--- src/rtl/uart_tx_fifo.sv ---
// Buffered 8N1 UART transmitter: a small circular FIFO fed by valid/ready,
// drained by a start/data/stop serialiser with back-to-back frame support.
module uart_tx_fifo #(
    parameter int CLKS_PER_BIT = 16,
    parameter int FIFO_DEPTH   = 4
) (
    input  logic                          clk,
    input  logic                          reset,
    input  logic [7:0]                    data,
    input  logic                          valid,
    output logic                          ready,
    output logic                          tx,
    output logic                          busy,
    output logic [$clog2(FIFO_DEPTH):0]   level
);
    localparam int AW = $clog2(FIFO_DEPTH);
    localparam int LW = AW + 1;
    localparam int CW = $clog2(CLKS_PER_BIT);

    typedef enum logic [1:0] {IDLE, START, DATA, STOP} state_t;

    logic [7:0]    mem [FIFO_DEPTH];
    logic [AW-1:0] wr_ptr_reg;
    logic [AW-1:0] rd_ptr_reg;
    logic [LW-1:0] level_reg;

    state_t        state_reg;
    logic [CW-1:0] bit_cnt_reg;
    logic [2:0]    idx_reg;
    logic [7:0]    shift_reg;
    logic          tx_reg;
    logic          busy_reg;

    logic push;
    logic pop;
    logic bit_last;
    logic fifo_nonempty;

    // ready is driven from the registered level only, so a pop in the same
    // cycle as a full FIFO does not open a slot until the following cycle.
    assign ready         = (level_reg != LW'(FIFO_DEPTH));
    assign push          = valid && ready;
    assign fifo_nonempty = (level_reg != '0);
    assign bit_last      = (bit_cnt_reg == CW'(CLKS_PER_BIT - 1));
    assign pop           = fifo_nonempty &&
                           ((state_reg == IDLE) || ((state_reg == STOP) && bit_last));

    assign tx    = tx_reg;
    assign busy  = busy_reg;
    assign level = level_reg;

    // Storage has no reset; validity is tracked entirely by the pointers.
    always_ff @(posedge clk) begin
        if (push) begin
            mem[wr_ptr_reg] <= data;
        end
    end

    always_ff @(posedge clk) begin
        if (reset) begin
            wr_ptr_reg <= '0;
            rd_ptr_reg <= '0;
            level_reg  <= '0;
        end else begin
            if (push) begin
                wr_ptr_reg <= wr_ptr_reg + AW'(1);
            end
            if (pop) begin
                rd_ptr_reg <= rd_ptr_reg + AW'(1);
            end
            case ({push, pop})
                2'b10:   level_reg <= level_reg + LW'(1);
                2'b01:   level_reg <= level_reg - LW'(1);
                default: level_reg <= level_reg;
            endcase
        end
    end

    // tx is registered from the current state, so the line trails the FSM by
    // one cycle uniformly; busy is registered the same way to stay aligned.
    always_ff @(posedge clk) begin
        if (reset) begin
            state_reg   <= IDLE;
            bit_cnt_reg <= '0;
            idx_reg     <= '0;
            shift_reg   <= '0;
            tx_reg      <= 1'b1;
            busy_reg    <= 1'b0;
        end else begin
            busy_reg <= (state_reg != IDLE) || fifo_nonempty;
            case (state_reg)
                IDLE: begin
                    tx_reg      <= 1'b1;
                    bit_cnt_reg <= '0;
                    if (pop) begin
                        shift_reg <= mem[rd_ptr_reg];
                        state_reg <= START;
                    end
                end
                START: begin
                    tx_reg <= 1'b0;
                    if (bit_last) begin
                        bit_cnt_reg <= '0;
                        idx_reg     <= '0;
                        state_reg   <= DATA;
                    end else begin
                        bit_cnt_reg <= bit_cnt_reg + CW'(1);
                    end
                end
                DATA: begin
                    tx_reg <= shift_reg[idx_reg];
                    if (bit_last) begin
                        bit_cnt_reg <= '0;
                        if (idx_reg == 3'd7) begin
                            state_reg <= STOP;
                        end else begin
                            idx_reg <= idx_reg + 3'd1;
                        end
                    end else begin
                        bit_cnt_reg <= bit_cnt_reg + CW'(1);
                    end
                end
                STOP: begin
                    tx_reg <= 1'b1;
                    if (bit_last) begin
                        bit_cnt_reg <= '0;
                        if (pop) begin
                            shift_reg <= mem[rd_ptr_reg];
                            state_reg <= START;
                        end else begin
                            state_reg <= IDLE;
                        end
                    end else begin
                        bit_cnt_reg <= bit_cnt_reg + CW'(1);
                    end
                end
                default: begin
                    tx_reg    <= 1'b1;
                    state_reg <= IDLE;
                end
            endcase
        end
    end
endmodule
--- config.mk ---
export PLATFORM = sky130hd
export DESIGN_NAME = uart_tx_fifo
export DESIGN_NICKNAME = d
export VERILOG_FILES = /design/src/rtl/uart_tx_fifo.sv
export SDC_FILE = /design/constraint.sdc
export NUM_CORES = 1
export LEC_CHECK = 0
export ABC_AREA = 1
export BUFFER_PORTS_ARGS = -buffer_cell sky130_fd_sc_hd__buf_2
export CAP_MARGIN = 25
export CORE_MARGIN = 1.5
export CORE_UTILIZATION = 59
export DETAILED_ROUTE_END_ITERATION = 10
export PLACE_DENSITY = 0.75
export SLEW_MARGIN = 20
export SYNTH_ARGS = -nofsm -noshare
export SYNTH_HDL_FRONTEND = slang
export SYNTH_SLANG_ARGS = --single-unit
--- constraint.sdc ---
create_clock -name clk -period 2.4 [get_ports clk]
set_input_delay 0.48 -clock clk [delete_from_list [all_inputs] [get_ports clk]]
set_output_delay 0.48 -clock clk [all_outputs]
set_load 0.02 [all_outputs]
==> metrics.cfg <==
[synthesis]
syn_avg_cell_area_um2=9.75
synth_compound_area_frac=0.125
synth_seq_cells=60
syn_area_mm2=0.00263
synthesis.instances=270
async_flop_share=0
synth-edff-count=32
synthMuxAreaShare=0
synthSimpleGateAreaFrac=0.163
synth-xor-area-share=0.00665
synth_ff_type=edfxtp_1
synth_fp_nets=295
synth_top_family_by_area=simple AND/OR/NAND/NOR gates
synth.distinct_cells=29
ys_seq_area_frac=0.578
yosysWarnings=0
netlist_top_cells_area=edfxtp_1 36%, dfxtp_1 21%, nor2_1 7.6%, o21ai_0 6.3%, ha_1 6.2%
synth-adder-area-share=0.0694
synth_top_area_frac=0.365
yosysTopAreaCell=edfxtp_1

[sta]
max_slew_margin=0.668
rsz0062_at_grt=no
final_hold_viol_count=0
max_freq_ghz=0.446
skew_ns=0.00780
tightest_slew_ns=0.498
final-setup-viol-count=0
period_share=0.934
timing.final.crit_period_ns=2.24
maxSlewViolCount=0
fin_setup_tns_ns=0

[grt]
grt_pass1_vias=1688
grt_pass1_wl_mm=7.53
overflow=0
track_usage=0.203
grt_max_degree=17
antenna_found_initial=0

[floorplanning]
rows=24
die-width_um=69.8
initial_core_util=0.609
core_area_mm2=0.00432
die_h_um=69.8
dieArea_mm2=0.00487
io_pins=17

[hold_path]
min_to=mem[3][2]
min_from=data[2]
hold_depth=1
hold_class=primary input to flip-flop

[routing]
dr.pass1.iters=4
drc_errors=0
wl_per_cell_um=12.5
routed-via-count=1809
ant_nets=0
vias_per_cell=5.12
drtIter0Drc=110
wl_mm=4.41

[worst_setup_path]
path_class=flip-flop to flip-flop
cp_common_cell=ha_1
critPathTopFamily=adder cells
reg2reg_from=state_reg[1]
required_ns=2.67
worstPathCellList=inv_1, ha_1, or2_4, nand2_4, nor2_4, ha_1, fa_2, a21oi_2, o21a_1, o21ai_0, a21oi_1
r2r_cells=11
worst_setup_path_start_kind=flip-flop
rrSetupSlack_ns=0.16
path_buf_inv=1
cp_data_arrival_time_ns=2.51
end_kind=flip-flop
cp_slowest_cell=dfxtp_1
worstReg2RegEnd=level[2]
slowest_delay_ns=0.36
worst-path-max-fanout=5

[outcome]
run_status=finished, final reports clean

[clock_network]
root_buffer=clkbuf_8
htree_levels=3
cts_setup_buffers=0
cts.clk_slew.worst_paths_ns=0.06
cts_max_path_buffers=2
cts_num_sinks=60
cts_tree=built
insertion_delay_ns=0.34
numCtsBuffers=9

[power]
p_total_mw=3.85
p_leak_nw=1.23
peakVddDrop_mv=0.850
cellPowerDensity_mw_per_mm2=1280

[cells_and_area]
n_fill_cell=351
largest_reg_flops=32
area_delta_synth_final_pct=13.7
drive_gt1_frac=0.163
ff_latch_area_mm2=0.00152
antenna_cells=0
multi_input_area_um2=966
nets=321
final_cells=353

[placed_design]
port_buffers=16
dpl.hpwl_mm=3.02
place_inst=337
place_congestion=0.767

[flow_run]
max_cap_viol_count=0

cells in the final DEF, fill, tap and decap left out, types with 3 or more instances in the layout:
master,instances
o21ai_0,33
buf_4,5
edfxtp_1,32
nand3_1,8
dfxtp_1,27
ha_1,13
a21oi_1,13
inv_1,27
buf_2,16
nand2_1,27
a211oi_1,3
o21ai_1,8
nor2_1,53
clkbuf_8,9
kinds of logic after synthesis:
| logic type | Yosys count |
|---|---|
| simple gates | 97 |
| xor+xnor | 2 |
| fa+ha+maj | 14 |
| compound gates | 61 |
| flops | 60 |
| buf+inv | 36 |
per-stage QoR:
step	util	hold slack [ns]	setup WS [ns]	instance area [um^2]
floorplan	-	0.418	0.244	2630
global placement	0.643	0.432	0.180	2780
detailed placement	0.643	0.437	0.100	2780
CTS	0.691	0.339	0.0886	2990
global route	0.692	0.349	0.0387	2990
finish	0.692	0.355	0.159	2990
routing by layer:
layer  global-route usage  share of wire
met5                    0              0
met4                0.109          0.022
met3               0.0625          0.044
met2                0.304           0.47
met1                0.264           0.46
synthesized netlist by cell type (3+ instances only):
library cell / number
nor2_1: 53
o21ai_0: 33
edfxtp_1: 32
dfxtp_1: 28
inv_1: 27
nand2_1: 27
a21oi_1: 14
ha_1: 13
nand3_1: 8
o21ai_1: 8
a211oi_1: 3
buf_4: 3
final cells by class:
type | count | area share
timing repair buffer | 21 | 0.0393
tap | 52 | 0.0217
clock buffer | 11 | 0.0439
multi-input combinational | 174 | 0.323
inverter | 30 | 0.0384
sequential | 60 | 0.509
clock inverter | 5 | 0.0255
power breakdown:
| group | leakage, nW | switching [mW] | total, mW | internal (mW) |
|---|---|---|---|---|
| sequential | 0.525 | 0.170 | 1.47 | 1.30 |
| combinational | 0.602 | 0.894 | 1.42 | 0.522 |
| clock | 0.101 | 0.376 | 0.956 | 0.580 |
how the worst max path moves through the flow:
stage                             from        to  slack [ns]  cells past startpoint
after CTS                 state_reg[0]  level[2]        0.09                     11
final                     state_reg[1]  level[2]        0.16                     11
after detailed placement  state_reg[0]  level[2]        0.10                     11
after global placement    state_reg[0]  level[2]        0.18                     11
after global routing      state_reg[1]  level[2]        0.04                     11
after floorplan           state_reg[0]  level[2]        0.24                     10
repair_timing:
action / 4_1_cts / 5_1_grt
setup endpoints to repair: 0 / 1
hold buffers: 0 / 0
gates resized for setup: 0 / 3
Note: power is estimated with default switching activity, not from simulation.
